[src/rtl/window_feed.sv]
// Streaming window generator: IMG_NB adjacent same-row pixels per window, at a fixed column stride.
// Latency: img/val/last registered, 1 cycle after the pixel that completes a window.
// Backpressure: none; every pix_val pixel is consumed, and idle gaps are transparent.
module window_feed #(
  parameter int IMG_WIDTH = 16,
  parameter int IMG_NB    = 3,
  parameter int ROW_LEN   = 8,
  parameter int STRIDE    = 1
) (
  input  logic                        clk,
  input  logic                        rst,
  input  logic [IMG_WIDTH-1:0]        pix,
  input  logic                        pix_val,
  input  logic                        sor,
  output logic [IMG_WIDTH*IMG_NB-1:0] img,
  output logic                        val,
  output logic                        last
);

  localparam int CW = (ROW_LEN > 1) ? $clog2(ROW_LEN) : 1;
  localparam int SW = (STRIDE > 1) ? $clog2(STRIDE) : 1;
  localparam int HW = IMG_WIDTH * (IMG_NB - 1);

  // First column that can complete a window, the column completing the row's final window,
  // and the last column of a row.
  localparam logic [CW-1:0] FIRST_COL = CW'(IMG_NB - 1);
  localparam logic [CW-1:0] LAST_COL  = CW'(IMG_NB - 1 + ((ROW_LEN - IMG_NB) / STRIDE) * STRIDE);
  localparam logic [CW-1:0] END_COL   = CW'(ROW_LEN - 1);
  localparam logic [SW-1:0] RELOAD    = SW'(STRIDE - 1);

  // The newest pixel is taken straight from the input, so only IMG_NB-1 older lanes are stored.
  logic [HW-1:0]               r_sh;
  logic [CW-1:0]               r_col;
  logic [SW-1:0]               r_scnt;
  logic [IMG_WIDTH*IMG_NB-1:0] r_img;
  logic                        r_val;
  logic                        r_last;

  logic [CW-1:0]               w_col;
  logic [CW-1:0]               w_col_nxt;
  logic [SW-1:0]               w_scnt_nxt;
  logic [IMG_WIDTH*IMG_NB-1:0] w_win;
  logic                        w_emit;
  logic                        w_last;

  // Window assembly, column tracking and the stride down-counter decision for the current pixel.
  always_comb begin
    w_col      = sor ? '0 : r_col;
    w_col_nxt  = (w_col == END_COL) ? '0 : w_col + CW'(1);
    w_win      = {pix, r_sh};
    w_emit     = 1'b0;
    w_scnt_nxt = r_scnt;
    if (w_col == FIRST_COL) begin
      // First eligible column of the row always emits and restarts the stride count.
      w_emit     = 1'b1;
      w_scnt_nxt = RELOAD;
    end else if (w_col > FIRST_COL) begin
      if (r_scnt == '0) begin
        w_emit     = 1'b1;
        w_scnt_nxt = RELOAD;
      end else begin
        w_scnt_nxt = r_scnt - SW'(1);
      end
    end
    w_last = w_emit && (w_col == LAST_COL);
  end

  // State and registered outputs; val/last are single-cycle pulses, img holds between windows.
  always_ff @(posedge clk or posedge rst) begin
    if (rst) begin
      r_sh   <= '0;
      r_col  <= '0;
      r_scnt <= '0;
      r_img  <= '0;
      r_val  <= 1'b0;
      r_last <= 1'b0;
    end else begin
      r_val  <= 1'b0;
      r_last <= 1'b0;
      if (pix_val) begin
        r_sh   <= w_win[IMG_WIDTH*IMG_NB-1:IMG_WIDTH];
        r_col  <= w_col_nxt;
        r_scnt <= w_scnt_nxt;
        if (w_emit) begin
          r_img  <= w_win;
          r_val  <= 1'b1;
          r_last <= w_last;
        end
      end
    end
  end

  assign img  = r_img;
  assign val  = r_val;
  assign last = r_last;

endmodule

[config.mk]
export PLATFORM = sky130hd
export DESIGN_NAME = window_feed
export DESIGN_NICKNAME = d
export VERILOG_FILES = /design/src/rtl/window_feed.sv
export SDC_FILE = /design/constraint.sdc
export NUM_CORES = 1
export LEC_CHECK = 0
export ABC_AREA = 1
export CAP_MARGIN = 20
export CORE_ASPECT_RATIO = 0.6
export CORE_MARGIN = 1
export CORE_UTILIZATION = 45
export DETAILED_ROUTE_END_ITERATION = 6
export PLACE_DENSITY = 0.74
export SLEW_MARGIN = 25
export SYNTH_ARGS = -nofsm -noshare
export SYNTH_HDL_FRONTEND = slang
export SYNTH_SLANG_ARGS = --single-unit
export TNS_END_PERCENT = 5
[constraint.sdc]
create_clock -name clk -period 2.6 [get_ports clk]
set_input_delay 0.39 -clock clk [delete_from_list [all_inputs] [get_ports clk]]
set_output_delay 0.39 -clock clk [all_outputs]
set_load 0.02 [all_outputs]
==> impl_results.md <==
* GR Overflow Total at 0
* Yosys warns at 0
* Least-Margin Pin Slew at 0.5279 ns
* Worst Setup Start Kind: flop
* Final hold vios at 0
* Peak supply drop at 0.5427 mV
* Final non-filler cell total at 502
* GRT Total Usage at 0.1959
* Largest net degree at the start of global routing at 97
* Highest Clock Rate at 582.9 MHz
* Overall die width at 113.2 um
* CTS-repair resized insts at 0
* Initial antenna violation count at 0
* Max stage delay on crit path at 0.62 ns
* DP Wirelength at 4.362 mm
* Synthesized area per cell at 9.514 um^2
* Worst Hold Class: primary input to async pin
* Final setup viols at 0
* Setup TNS at 0 ns
* Synthesis-stage register bit count at 85
* Clk slew on worst S/H paths at 0.06 ns
* Post-Synth XOR/XNOR Area at 0
* Initial Util at 0.4835
* DRC violations left at 0
* Worst setup path class: flop to output pin
* Area grow syn2layout at 28.74%
* Final Max Slew Viols at 0
* Net count reported at finish at 433
* Post-synthesis sequential area ratio at 0.6369
* Slowest CP cell: clkdlybuf4s50_1
* Buf/Inv on CP at 1
* Pint at 3271 uW
* Worst skew pair latency at 0.33 ns
* H-tree depth reported by CTS at 3
* Worst slew margin at 0.6481
* Synth Area in Compound Gates at 0.04946
* Layout Skew at 0.004747 ns
* Crit share post-route at 0.6598
* Crit path cell chain: clkdlybuf4s50_1
* Die ar. at 7781 um^2
* Critical Path Stages at 1
* Power share of the combinational group at 0.370
* Multiplexer share of the synthesized area at 0.006744
* Post-synth top area cell: dfrtp_1
* Switching part of the total at 0.3449
* Worst-path fanout max at 2
* Outcome: finished clean
* Ant diodes at 0
* Pwr Density at 1161 nW/um^2
* DR WL/cell at 13.59 um
* Hold Buf Count CTS at 0
* Core area at 6907 um^2
* Dpl ws at 0.6784 ns
* Switching power at 1722 uW
* First-pass GRT wire length at 11.19 mm
* CP required at 2.21 ns
* GPL Wtd Cong at 0.8026
* Synth Area in Adders at 0.007493
* Largest delay contributor family on the critical path: buffers and inverters
* LEAKAGE at 0.002145 uW
* Clock tree buffer depth at 2
* Mapped Cells at 351
* Yosys cell types at 16
* Vias in the first global route at 2347
* Sequential share of power at 0.402
* Antenna Nets Post-Route at 0
* Die Ht at 68.73 um
* Mapped Nets at 373
* Post-CTS Setup Inserts at 0
* Top post-synthesis cells by area: dfrtp_1, nand2_1, nand3_1
* DR pass1 iterations at 5
* Number of port buffers at 69
* Final worst setup slack at 0.8845 ns
* Min cycle time layout at 1.715 ns
* Reg2Reg Depth at 5
* Arrival time worst endpoint at 1.33 ns
* CTS buffer count at 9
* # IOs at 70
* Share of layout cells above drive strength 1 at 0.05783
* Unrepaired setup endpoints after global routing: no
* Root buf cell: clkbuf_16
* Max_cap viols at 0
* Fill count at 593
* Clk sinks at 85
* Kind of end point of the critical path: output pin
* Num rows at 23
* Cell Area, Synth at 3339 um^2
* Total number of vias at 2548
* Overall Power at 4993 uW
* Clk pwr share at 0.228
* Largest family of logic cells by synthesized area: simple AND/OR/NAND/NOR gates
* 1st-iter DRT viols at 155
* Post-Route WL at 6.823 mm
* DR vias/cell at 5.076
* Dpl cells at 487
* Yosys top cell area share at 0.6369
* CTS tree: done
* Synth Area in Simple Gates at 0.2297
## power groups by stage
stage,logic (uW),registers (uW),clock network (uW)
floorplan,507,2460,0
global placement,1830,2010,0
detailed placement,1870,2020,0
CTS,1870,2010,1170
global route,2010,2070,1230
finish,1850,2010,1140
## final timing paths
kind	startpoint	end	slack (ns)
max	img[24]	img[24]	0.88
min	rst	img[1]	0.36
max reg2reg	r_col[1]	r_col[2]	1.24
min reg2reg	img[42]	img[42]	0.47
max in group asynchronous	rst	r_col[0]	1.60
min in group clk	pix_val	last	0.42
## Yosys cell counts, drive strengths merged
cell type  count
clkbuf         6
nand3         48
buf           17
inv           23
o21ai         16
nor2          18
a21oi         17
nand2        117
mux2           2
ha             2
dfrtp         85
## state kept, by name, summed over array words and instances, names as in the netlist
register / cells
last: 1
r_col: 3
img: 48
val: 1
r_sh: 32
## routing by layer
layer  wire (um)  up-vias  track usage
met1        2995     1248       0.2417
li1            -     1229            -
met4          68        0      0.05428
met2        3360       62       0.3252
met5           0        -            0
met3         398        9      0.07955
## kinds of logic (layout without fill, tap and decap cells)
kind of cell | Yosys count | count (layout)
multiplexers | 2 | 2
AO/OA/AOI/OAI | 33 | 33
buffers and inverters | 46 | 110
AND/OR/NAND/NOR | 183 | 183
adder cells (fa/ha/maj) | 2 | 2
flip-flops | 85 | 85
## layout make-up
cell class	instances	area [um^2]	area share
Sequential cell	85	2127	0.4948
Tap cell	87	108.9	0.02532
Multi-Input combinational cell	220	979.7	0.2279
Clock inverter	2	10.01	0.002328
Inverter	23	87.58	0.02037
Timing Repair Buffer	72	735.7	0.1711
Clock buffer	13	250.2	0.05821
## per-stage QoR
step           instance area [um^2]  hold WS, ns  utilization
3_3_place_gp                   4039       0.4526       0.5848
2_1_floorplan                  3339       0.4757            -
5_1_grt                        4299       0.3845       0.6225
4_1_cts                        4299       0.3555       0.6225
3_5_place_dp                   4039       0.4582       0.5848
6_report                       4299       0.3556       0.6225
## cell usage in the layout, fill, tap and decap left out
cell type	synthesis	routed
nand3_1	48	48
nand2_2	2	2
nand2_1	113	113
mux2_2	2	2
o21ai_0	16	16
buf_12	0	2
inv_2	1	1
a21oi_1	17	17
clkbuf_1	6	3
dfrtp_1	85	85
clkbuf_8	0	1
buf_4	3	2
clkinv_2	0	3
nand2_4	2	2
nor2_1	18	18
clkdlybuf4s50_1	0	68
clkbuf_16	0	9
inv_1	22	21
ha_1	2	2
(Power assumes the default switching activity.)
